**src/rtl/dma_burst_responder.sv**
```systemverilog
// Memory-side burst responder: one read or write burst at a time onto a single-port word memory.
// Reads stream one beat per three cycles; writes pass straight through to the memory port.
module dma_burst_responder #(
    parameter int DATA_WIDTH = 32,
    parameter int LEN_WIDTH  = 5
) (
    input  logic                  clk,
    input  logic                  rst,
    input  logic [31:0]           rd_req_addr,
    input  logic [LEN_WIDTH-1:0]  rd_req_len,
    input  logic                  rd_req_valid,
    output logic                  rd_req_ready,
    output logic [DATA_WIDTH-1:0] rd_rdata,
    output logic                  rd_valid,
    output logic                  rd_last,
    input  logic                  rd_ready,
    input  logic [31:0]           wr_req_addr,
    input  logic [LEN_WIDTH-1:0]  wr_req_len,
    input  logic                  wr_req_valid,
    output logic                  wr_req_ready,
    input  logic [DATA_WIDTH-1:0] wr_data,
    input  logic                  wr_valid,
    input  logic                  wr_last,
    output logic                  wr_ready,
    output logic [31:0]           mem_addr,
    output logic                  mem_ren,
    output logic                  mem_wen,
    output logic [DATA_WIDTH-1:0] mem_wdata,
    input  logic [DATA_WIDTH-1:0] mem_rdata,
    output logic                  err_wlast
);

    typedef enum logic [2:0] {IDLE, RD_ISSUE, RD_WAIT, RD_HOLD, WR_DATA} state_t;

    state_t                  state, state_next;
    logic                    prio, prio_next;
    logic [29:0]             base, base_next;
    logic [LEN_WIDTH-1:0]    len, len_next;
    logic [LEN_WIDTH-1:0]    beat, beat_next;
    logic [DATA_WIDTH-1:0]   rd_rdata_next;
    logic                    rd_valid_next;
    logic                    rd_last_next;
    logic                    err_wlast_next;
    logic [29:0]             word_addr;
    logic                    at_last;
    logic                    unused_addr_bits;

    assign unused_addr_bits = ^{rd_req_addr[1:0], wr_req_addr[1:0]};
    assign word_addr        = base + 30'(beat);
    assign at_last          = (beat == len);

    always_ff @(posedge clk) begin
        if (rst) begin
            state     <= IDLE;
            prio      <= 1'b0;
            base      <= '0;
            len       <= '0;
            beat      <= '0;
            rd_rdata  <= '0;
            rd_valid  <= 1'b0;
            rd_last   <= 1'b0;
            err_wlast <= 1'b0;
        end else begin
            state     <= state_next;
            prio      <= prio_next;
            base      <= base_next;
            len       <= len_next;
            beat      <= beat_next;
            rd_rdata  <= rd_rdata_next;
            rd_valid  <= rd_valid_next;
            rd_last   <= rd_last_next;
            err_wlast <= err_wlast_next;
        end
    end

    // Combinational strobes are gated by rst so a mid-burst reset stops memory traffic at once.
    // prio (0 = read) only flips when both sides competed for the grant.
    always_comb begin
        state_next     = state;
        prio_next      = prio;
        base_next      = base;
        len_next       = len;
        beat_next      = beat;
        rd_rdata_next  = rd_rdata;
        rd_valid_next  = rd_valid;
        rd_last_next   = rd_last;
        err_wlast_next = 1'b0;
        rd_req_ready   = 1'b0;
        wr_req_ready   = 1'b0;
        wr_ready       = 1'b0;
        mem_ren        = 1'b0;
        mem_wen        = 1'b0;
        mem_addr       = '0;
        mem_wdata      = '0;
        if (!rst) begin
            case (state)
                IDLE: begin
                    rd_req_ready = rd_req_valid & (~wr_req_valid | ~prio);
                    wr_req_ready = wr_req_valid & ~rd_req_ready;
                    if (rd_req_ready) begin
                        base_next  = rd_req_addr[31:2];
                        len_next   = rd_req_len;
                        beat_next  = '0;
                        state_next = RD_ISSUE;
                        if (wr_req_valid) prio_next = 1'b1;
                    end else if (wr_req_ready) begin
                        base_next  = wr_req_addr[31:2];
                        len_next   = wr_req_len;
                        beat_next  = '0;
                        state_next = WR_DATA;
                        if (rd_req_valid) prio_next = 1'b0;
                    end
                end
                RD_ISSUE: begin
                    mem_ren    = 1'b1;
                    mem_addr   = {word_addr, 2'b00};
                    state_next = RD_WAIT;
                end
                RD_WAIT: begin
                    rd_rdata_next = mem_rdata;
                    rd_valid_next = 1'b1;
                    rd_last_next  = at_last;
                    state_next    = RD_HOLD;
                end
                RD_HOLD: begin
                    if (rd_ready) begin
                        rd_valid_next = 1'b0;
                        rd_last_next  = 1'b0;
                        if (rd_last) begin
                            state_next = IDLE;
                        end else begin
                            beat_next  = beat + 1'b1;
                            state_next = RD_ISSUE;
                        end
                    end
                end
                WR_DATA: begin
                    wr_ready  = 1'b1;
                    mem_wen   = wr_valid;
                    mem_addr  = {word_addr, 2'b00};
                    mem_wdata = wr_data;
                    if (wr_valid) begin
                        err_wlast_next = (wr_last != at_last);
                        if (at_last) begin
                            state_next = IDLE;
                        end else begin
                            beat_next = beat + 1'b1;
                        end
                    end
                end
                default: state_next = IDLE;
            endcase
        end
    end

endmodule

```
**config.mk**
```make
export PLATFORM = sky130hd
export DESIGN_NAME = dma_burst_responder
export DESIGN_NICKNAME = d
export VERILOG_FILES = /design/src/rtl/dma_burst_responder.sv
export SDC_FILE = /design/constraint.sdc
export NUM_CORES = 1
export LEC_CHECK = 0
export CELL_PAD_IN_SITES_DETAIL_PLACEMENT = 0
export CELL_PAD_IN_SITES_GLOBAL_PLACEMENT = 1
export CORE_ASPECT_RATIO = 0.7
export CORE_MARGIN = 4
export CORE_UTILIZATION = 29
export CTS_CLUSTER_DIAMETER = 150
export DETAILED_ROUTE_END_ITERATION = 8
export PLACE_DENSITY_LB_ADDON = 0.1
export SYNTH_ARGS = -nofsm -noshare
export SYNTH_HDL_FRONTEND = slang
export SYNTH_SLANG_ARGS = --single-unit
```
**constraint.sdc**
```tcl
create_clock -name clk -period 4.9 [get_ports clk]
set_clock_uncertainty 0.1 [all_clocks]
set_input_delay 1.225 -clock clk [delete_from_list [all_inputs] [get_ports clk]]
set_output_delay 1.225 -clock clk [all_outputs]
set_load 0.02 [all_outputs]
```
==> reports/metrics.cfg <==
[run_status]
status=completed

[global_routing]
grt_max_degree=71
antenna_found_initial=1
grt_overflow=0
grt_pass1_wl_um=25200
first_global_vias=4948
grt_use_total=0.178

[floorplanning]
io_pins=249
dieArea_um2=17400
fp.dieW_um=156
die_height_um=112
num_rows=37
core_area_um2=14900
start_util=0.299

[setup_path]
crit_required_ns=3.58
cp-startpoint=beat[0]
crit_fanout=17
critical_path.startpoint_type=flip-flop
r2r_slack_ns=2.51
crit_arrival_ns=3.29
crit_path_end_kind=output pin
ff2ff_path_depth=5
reg2reg_from=state[2]
crit_chain=ha_1, inv_1, fa_1, nor2b_1, o21ai_1, a21o_4, or4_1, a21oi_1, clkdlybuf4s50_1
max_stage_delay_ns=0.63
crit_type=reg -> out
reg2reg_to=beat[1]
cp_slowest_cell=clkdlybuf4s50_1

[layout]
fill_cells=1414
syn_to_final_growth_pct=66.2
drive_gt1_frac=0.0479
stdcell_count=990
fin_area_um2=7390
fin_nets=941

[yosys]
synth.distinct_cells=49
yosys-top-cells-count=dfxtp_1 (79), nand2_1 (79), nor2_1 (63), a21oi_1 (55), a211oi_1 (38)
synth-edff-count=0
ys_ff_latch=79
synth.area.top_cells=dfxtp_1 (36%), mux2i_1 (7.9%), nand2_1 (6.7%)
ys.flop_type=dfxtp_1
yosysWarnings=0
syn-cell-area_um2=4450
ys_seq_area_frac=0.356
synth_area_per_cell_um2=7.86
synthCells=566
yosys.area.top_type=dfxtp_1
async_flop_share=0
synth_top_cell_area_share=0.356

[pwr]
ir_drop_mv=0.165
swShare=0.333
power_mw=2.48
p_clk_frac=0.310
intPower_mw=1.65
power.switching_mw=0.827
power_leakage_nw=2.68
power.density_nw_per_um2=336
pwr-share-seq=0.346
combPwrFrac=0.344

[timing]
timing.hold.ws_ns=0.353
hold_viol_final=0
slew_viol_final=0
finalSetupTns_ns=0
finalCritPeriodShare=0.943
max_freq_mhz=216
finalSetupViolCount=0
slew_headroom=0.220
grt_setup_unrepaired=no
worst_pin_slew_ns=1.17
min_period_ns=4.62

[place]
finalWeightedCongestion=0.815
postPlaceCellArea_um2=7040
post-dp-hpwl_um=12300
portBuffers=242
placed_cells=973

[clock_network]
cts_tree=done
clkTransAtPathRegs_ns=0.06
cts.sinks=79
cts_made_buffers=9
cts_resized=1
cts_hold_buf=0
htree_levels=3
clk_path_buf_depth=2
cts.root.buffer_cell=clkbuf_16
post_cts_buffers=0
insertion_delay_ns=0.33

[route]
routed_wl_um=15700
routed_via_density=4.86
drtIter0Drc=180
dr.pass1.iters=4
vias=4811
wl_per_cell_um=15.9
drtAntennaViolNets=0
drc=0

[min_path]
min_delay_path_depth=2
min_path_type=reg -> reg
hp-start=rd_rdata[24]
holdPathEnd=rd_rdata[24]

[flow_run]
drv_cap=0

-- flip-flops by register name (all words and copies together) (netlist names) --
register and flops:
state 3, base 30, err_wlast 1, rd_valid 1, beat 5, len 5
prio 1, rd_last 1, rd_rdata 32
-- worst max-delay path by stage --
stage                    to  slack [ns]  cells after the start
3_3_place_gp   mem_addr[28]        0.37                      9
2_1_floorplan   mem_addr[4]        0.46                      5
4_1_cts        mem_addr[28]        0.06                      9
3_5_place_dp   mem_addr[28]        0.34                      9
6_report       mem_addr[24]        0.28                      9
5_1_grt        mem_addr[24]         0.1                      9
-- power groups by stage --
stage                     Clock (mW)  Sequential, mW  Combinational (mW)
after floorplan                    0           0.859               0.495
final                          0.768           0.858               0.854
after global routing           0.818           0.877               0.947
after CTS                      0.789           0.857               0.864
after detailed placement           0           0.871               0.861
after global placement             0           0.864               0.847
-- cell type report --
cell class | instances | area [µm²] | area share
Multi-Input combinational cell | 437 | 2680 | 0.362
Timing Repair Buffer | 254 | 2510 | 0.340
Sequential cell | 79 | 1580 | 0.214
Tap cell | 195 | 244 | 0.0330
Clock buffer | 11 | 233 | 0.0315
Clock inverter | 5 | 106 | 0.0144
Inverter | 8 | 30.0 | 0.00406
Antenna cell | 1 | 2.50 | 0.000339
-- layer usage --
metal / share of wire / global-route usage / wire (µm) / vias up
li1: - / - / - / 2434
met3: 0.082 / 0.0602 / 1290 / 18
met1: 0.43 / 0.217 / 6820 / 2194
met5: 0 / 0 / 0 / -
met4: 0.014 / 0.0461 / 214 / 0
met2: 0.47 / 0.301 / 7380 / 165
-- critical path: cells and delay by family (launching register included) --
kind	cells	cell delay (ns)
buffers and inverters	2	0.69
adders and majority gates	2	0.56
DFF	1	0.40
AOI/OAI and AO/OA	3	0.64
and+or+nand+nor	2	0.67
-- per-stage QoR --
stage | setup WS (ns) | utilization
after detailed placement | 0.339 | 0.474
final | 0.280 | 0.497
after global routing | 0.0954 | 0.497
after CTS | 0.0638 | 0.497
after floorplan | 0.460 | -
after global placement | 0.372 | 0.474
-- logic make-up (layout without fill, tap and decap cells) --
logic type / count (synthesis) / in the layout / synth area share
xor gates and xnor gates: 23 / 23 / 0.0453
adders and majority gates: 7 / 7 / 0.0214
DFF: 79 / 79 / 0.356
other: 1 / 3 / 0.000843
muxes: 35 / 35 / 0.0788
buffers and inverters: 51 / 278 / 0.0487
and+or+nand+nor: 245 / 245 / 0.272
AOI/OAI and AO/OA: 125 / 125 / 0.177
-- layout by cell type (no fill, tap or decap), types with 8 or more instances in the layout --
master / count
nand2_1: 79
o21ai_0: 8
or4_1: 10
clkdlybuf4s50_1: 238
nand3_1: 9
mux2i_1: 35
xnor2_1: 18
a21oi_1: 55
nor2_1: 62
buf_4: 12
inv_1: 8
a211oi_1: 38
o31ai_1: 9
dfxtp_1: 78
clkbuf_16: 9
and2_1: 34
No activity file was read; power rests on OpenSTA's default activity.
